==> config.mk <==
export PLATFORM = sky130hd
export DESIGN_NAME = control_banderin
export DESIGN_NICKNAME = d
export VERILOG_FILES = /design/src/rtl/control_banderin.sv
export SDC_FILE = /design/constraint.sdc
export NUM_CORES = 1
export LEC_CHECK = 0
export BUFFER_PORTS_ARGS = -buffer_cell sky130_fd_sc_hd__buf_4
export CAP_MARGIN = 15
export CORE_MARGIN = 2
export CORE_UTILIZATION = 59
export DETAILED_ROUTE_END_ITERATION = 12
export GPL_TIMING_DRIVEN = 0
export PLACE_DENSITY_LB_ADDON = 0.1
export SYNTH_ARGS = -nofsm -noshare
export SYNTH_HDL_FRONTEND = slang
export SYNTH_SLANG_ARGS = --single-unit
==> constraint.sdc <==
create_clock -name clk -period 3.7 [get_ports clk]
set_input_delay 0.37 -clock clk [delete_from_list [all_inputs] [get_ports clk]]
set_output_delay 0.37 -clock clk [all_outputs]
set_load 0.01 [all_outputs]
==> src/rtl/control_banderin.sv <==
// rtl/control_banderin.sv - race start/finish flag controller with ms timer and timeout
//
// Ports:
//   clk               sole clock
//   reset             synchronous active-high reset
//   btn_start         start / re-arm button, asynchronous debounced level
//   sensor_meta       finish-line sensor, asynchronous level
//   btn_abort         abort button, asynchronous level
//   comando_banderin  flag command to servo PWM: 1 = up (90 deg), 0 = down (0 deg)
//   estado            FSM state code: IDLE=0 ARMADO=1 CARRERA=2 FIN=3
//   tiempo_ms         elapsed race time in ms, saturates at TIMEOUT_MS
//   timeout           last race ended by the time limit
//   fin_pulso         one-cycle pulse on entry to FIN

module control_banderin #(
  parameter int CLK_FREQ_HZ = 25_000_000,
  parameter int MIN_HOLD_MS = 500,
  parameter int TIMEOUT_MS  = 300_000
) (
  input  logic        clk,
  input  logic        reset,
  input  logic        btn_start,
  input  logic        sensor_meta,
  input  logic        btn_abort,
  output logic        comando_banderin,
  output logic [1:0]  estado,
  output logic [19:0] tiempo_ms,
  output logic        timeout,
  output logic        fin_pulso
);

  localparam int DIV = CLK_FREQ_HZ / 1000;
  localparam int PW  = $clog2(DIV);
  localparam int HW  = $clog2(MIN_HOLD_MS + 1);

  localparam logic [PW-1:0] PRESC_LAST = PW'(DIV - 1);
  localparam logic [HW-1:0] HOLD_MAX   = HW'(MIN_HOLD_MS);
  localparam logic [HW-1:0] HOLD_LAST  = HW'(MIN_HOLD_MS - 1);
  localparam logic [20:0]   TMO        = 21'(TIMEOUT_MS);

  typedef enum logic [1:0] {
    IDLE    = 2'd0,
    ARMADO  = 2'd1,
    CARRERA = 2'd2,
    FIN     = 2'd3
  } state_t;

  state_t state;

  // Input synchronizers and edge detectors; bit order {abort, sensor, start}.
  logic [2:0] sync1;
  logic [2:0] sync2;
  logic [2:0] prev;
  logic [1:0] warm;
  logic [2:0] edges;
  logic       start_e;
  logic       sensor_e;
  logic       abort_e;

  always_ff @(posedge clk) begin
    if (reset) begin
      sync1 <= '0;
      sync2 <= '0;
      prev  <= '0;
      warm  <= '0;
    end else begin
      sync1 <= {btn_abort, sensor_meta, btn_start};
      sync2 <= sync1;
      prev  <= sync2;
      if (warm != 2'd3) warm <= warm + 2'd1;
    end
  end

  // The cleared prev flop would make a level held through reset look like a
  // rising edge; edges are masked until prev has caught up with sync2.
  assign edges    = (warm == 2'd3) ? (sync2 & ~prev) : 3'b000;
  assign start_e  = edges[0];
  assign sensor_e = edges[1];
  assign abort_e  = edges[2];

  // Millisecond timebase and race time arithmetic.
  logic [PW-1:0] presc;
  logic [HW-1:0] hold;
  logic          tick;
  logic [20:0]   t_inc;
  logic [19:0]   t_step;
  logic          t_limit;

  assign tick    = (presc == PRESC_LAST);
  assign t_inc   = {1'b0, tiempo_ms} + 21'd1;
  // Increment on tick but never past the limit.
  assign t_step  = (tick && (t_inc <= TMO)) ? t_inc[19:0] : tiempo_ms;
  // The limit wins over a sensor edge when the incremented value reaches it.
  assign t_limit = (tick && (t_inc >= TMO)) || ({1'b0, tiempo_ms} >= TMO);

  always_ff @(posedge clk) begin
    if (reset) begin
      state            <= IDLE;
      comando_banderin <= 1'b0;
      tiempo_ms        <= '0;
      timeout          <= 1'b0;
      fin_pulso        <= 1'b0;
      presc            <= '0;
      hold             <= '0;
    end else begin
      presc <= tick ? '0 : presc + PW'(1);
      if (tick && (hold != HOLD_MAX)) hold <= hold + HW'(1);
      fin_pulso <= 1'b0;

      if (abort_e) begin
        state            <= IDLE;
        comando_banderin <= 1'b0;
        tiempo_ms        <= '0;
        timeout          <= 1'b0;
        presc            <= '0;
        hold             <= '0;
      end else begin
        case (state)
          IDLE: begin
            if (start_e) begin
              state            <= ARMADO;
              comando_banderin <= 1'b1;
              tiempo_ms        <= '0;
              timeout          <= 1'b0;
              presc            <= '0;
              hold             <= '0;
            end
          end

          ARMADO: begin
            tiempo_ms <= t_step;
            if (tick && (hold == HOLD_LAST)) begin
              state <= CARRERA;
              presc <= '0;
            end
          end

          CARRERA: begin
            if (t_limit) begin
              state            <= FIN;
              comando_banderin <= 1'b0;
              tiempo_ms        <= TMO[19:0];
              timeout          <= 1'b1;
              fin_pulso        <= 1'b1;
              presc            <= '0;
              hold             <= '0;
            end else if (sensor_e) begin
              state            <= FIN;
              comando_banderin <= 1'b0;
              tiempo_ms        <= t_step;
              timeout          <= 1'b0;
              fin_pulso        <= 1'b1;
              presc            <= '0;
              hold             <= '0;
            end else begin
              tiempo_ms <= t_step;
            end
          end

          FIN: begin
            if (start_e && (hold == HOLD_MAX)) begin
              state            <= ARMADO;
              comando_banderin <= 1'b1;
              tiempo_ms        <= '0;
              timeout          <= 1'b0;
              presc            <= '0;
              hold             <= '0;
            end
          end

          default: state <= IDLE;
        endcase
      end
    end
  end

  assign estado = state;

endmodule

==> results.cfg <==
[outcome]
status = completed

[drt]
wire_per_inst_um = 14.85
first_iter_violations = 344
drt_first_pass_iters = 5
ant_nets = 0
vias = 3263
avgViaCountPerCell = 6.110
route.detailed.drc = 0
wirelength_mm = 7.930

[sta]
rsz0062_at_grt = false
fin_crit_sh_pct = 95.57
fin_skew_ps = 9.715
hold_ws_ps = 220.1
period_minus_slack_ps = 3536
slew_viol_final = 0
fmax_ghz = 0.2828
finalSetupViolCount = 0
slew_headroom_pct = 58.40
tightest_slew_ps = 624.0
report.final.hold_viol_count = 0

[die]
placeableCoreArea_mm2 = 0.005507
die-width_um = 79.66
fp-row-count = 27
initial_core_util_pct = 61.33
die_h_um = 79.66
dieArea_mm2 = 0.006345
ios = 30

[global_route]
grt_pass1_wl_mm = 13.24
first_global_vias = 2811
antenna_found_initial = 0
grt_use_total_pct = 26.45
grt_start_max_net_pins = 12
overflow = 0

[logic_synthesis]
ys_ff_latch = 60
yosysTopAreaCell = dfxtp_1
yosysWarnings = 0
synth_top_area_share_pct = 35.57
synth_seq_area_share_pct = 35.57
avgSynthCellArea_um2 = 8.257
synth.cell_area_mm2 = 0.003377
ys.flop_type = dfxtp_1
synth.area.top_cells = dfxtp_1 36%, nor2_1 5.3%, xnor2_1 4.9%, ha_1 4.4%, nand3_1 3.4%
ys_types = 59
synth_edf_count = 0
syn_inst = 409
synthesis.nets = 426
synthArstFlopShare_pct = 0

[worst_setup_path]
critPathTopFamily = simple AND/OR/NAND/NOR gates
reg2reg_from = tiempo_ms[1]
worst-r2r-setup-slack_ps = 160
cp_max_fo = 9
critPathSlowestCell = or4_4
cp-end-kind = flop
path_cells = ha_4, nand4_1, or3_1, nor3_2, a31oi_1, or4_4, o22a_1, clkbuf_1, o21a_1, o22ai_4, o2bb2ai_1
cp.buffers_inverters = 1
criticalPathCategory = reg -> reg
reg2reg_to = tiempo_ms[14]
crit_path_start_kind = flop
critical_path_required_ps = 3970
slowest_delay_ps = 600
reg2reg_depth = 11
crit_arrival_ps = 3800

[placed_design]
gp_congestion = 0.9020
io_buffers = 29
placed_area_mm2 = 0.003685
place_hpwl_mm = 5.515
dp_cells = 510

[layout]
design_area_mm2 = 0.004059
syn_to_final_growth_pct = 20.19
diodes = 0
stdcell_count = 534
final_core_util_pct = 73.71
drive_above_1_share_pct = 16.45
fill_cells = 426
final_nets = 474

[clock_network]
cts_sinks = 60
insertion_delay_ps = 340
numCtsBuffers = 9
cts_root_buf = clkbuf_8
ctsHtreeMaxLevel = 3
hold_buffers = 0
cts_tree = built
cts_buffer_depth = 2
clk_pin_slew_ps = 70

[pwr]
seqPwrFrac_pct = 42.6
peakVddDrop_mv = 0.4128
power.static_leakage_nw = 1.455
internal_power_w = 0.001193
p_per_area_mw_per_mm2 = 410.6
p_sw_share_pct = 28.42
switchingPower_w = 0.0004737
p_comb_share_pct = 16.7
p_clk_share_pct = 40.7

[min_path]
hold_end = sync2[0]
hold_path_class = in -> reg
whs_path_depth = 2
min_from = reset

[job]
drv_cap = 0
how the worst max path moves through the flow:
| stage | startpoint | cells after the start | to |
|---|---|---|---|
| 5_1_grt | tiempo_ms[5] | 10 | tiempo_ms[12] |
| 2_1_floorplan | tiempo_ms[0] | 10 | tiempo_ms[12] |
| 6_report | tiempo_ms[1] | 11 | tiempo_ms[14] |
| 4_1_cts | tiempo_ms[0] | 10 | tiempo_ms[15] |
| 3_5_place_dp | tiempo_ms[0] | 10 | tiempo_ms[1] |
| 3_3_place_gp | tiempo_ms[0] | 10 | tiempo_ms[1] |
stage by stage:
stage          setup TNS, ps  total power, W  worst slack (ps)
6_report                   0        0.001667             164.0
5_1_grt                    0        0.001748             16.18
4_1_cts                    0        0.001668             30.65
3_5_place_dp           -4668       0.0009816            -268.8
3_3_place_gp           -4849       0.0009716            -294.8
2_1_floorplan              0       0.0009048             258.6
cell usage in the layout, fill, tap and decap left out, types with 7 or more instances in the layout:
master / synthesis / final
nor3_1: 8 / 8
nor2_1: 48 / 48
and3_1: 10 / 10
xnor2_1: 19 / 19
clkbuf_1: 11 / 11
buf_4: 0 / 36
a21oi_1: 16 / 16
clkbuf_8: 0 / 11
dfxtp_1: 60 / 59
inv_1: 19 / 19
nor2b_1: 9 / 9
xor2_1: 13 / 13
or4_1: 7 / 7
nand3_1: 23 / 22
ha_1: 12 / 11
nand4_1: 17 / 17
nand2_1: 28 / 28
o211ai_1: 11 / 11
o21ai_1: 9 / 7
flip-flops by register name, summed over array words and instances, names as in the netlist:
register / flops
presc: 15
warm: 2
hold: 9
estado: 2
fin_pulso: 1
sync1: 3
prev: 3
timeout: 1
tiempo_ms: 20
sync2: 3
comando_banderin: 1
cells by family (layout without fill, tap and decap cells):
group | count (synthesis) | after routing | synth area share (%)
compound gates | 81 | 81 | 16.75
xor+xnor | 32 | 32 | 8.299
fa+ha+maj | 12 | 12 | 4.446
buf+inv | 35 | 88 | 4.038
flops | 60 | 60 | 35.57
mux | 4 | 4 | 1.223
simple gates | 185 | 185 | 29.68
routing by layer:
layer | vias to the layer above | share of wire (%) | GRT usage (%)
li1 | 1580 | - | -
met1 | 1502 | 43 | 36.67
met2 | 165 | 46 | 41.18
met3 | 16 | 9.2 | 4.525
met4 | 0 | 1.8 | 9.828
met5 | - | 0 | 0
power by group through the flow:
| stage | clock network, W | registers, W | logic, W |
|---|---|---|---|
| floorplan | 0 | 0.000722 | 0.000183 |
| global placement | 0 | 0.000722 | 0.000250 |
| detailed placement | 0 | 0.000724 | 0.000257 |
| CTS | 0.000690 | 0.000709 | 0.000269 |
| global route | 0.000722 | 0.000715 | 0.000311 |
| finish | 0.000679 | 0.000710 | 0.000278 |
cell type report:
type	count	area [um^2]	area share, %
clock inverter	5	83.83	2.065
clock buffer	11	151.4	3.730
multi-input combinational	314	2105	51.85
sequential	60	1202	29.62
buffer	16	65.06	1.603
inverter	19	71.32	1.757
tap	72	90.09	2.219
timing repair buffer	37	290.3	7.152
repair_timing:
action,CTS,global route
setup buffers,6,2
resized for setup,3,8
endpoints found under the setup margin,25,28
hold endpoints to repair,0,0
pin swaps,2,3
synthesized netlist by cell type, drive strengths merged, types with 3 or more instances:
library cell,instances
buf,4
a31oi,5
or3,6
nor2,48
and2,5
mux2i,3
nand4,17
and3,10
o211ai,11
nand2b,3
o21ai,16
o21a,3
nand2,28
nor2b,9
inv,19
xor2,13
nor4,7
dfxtp,60
xnor2,19
ha,12
o2bb2ai,4
or4,8
a21oi,16
clkbuf,12
a211oi,4
nand3,24
nor3,10
worst reg2reg max path, stage by stage, from the launching register on:
cell	delay, ps
dfxtp_1	490
ha_4	230
nand4_1	200
or3_1	410
nor3_2	210
a31oi_1	160
or4_4	600
o22a_1	220
clkbuf_1	260
o21a_1	310
o22ai_4	230
o2bb2ai_1	160
Power figures use the tool's default switching activity.
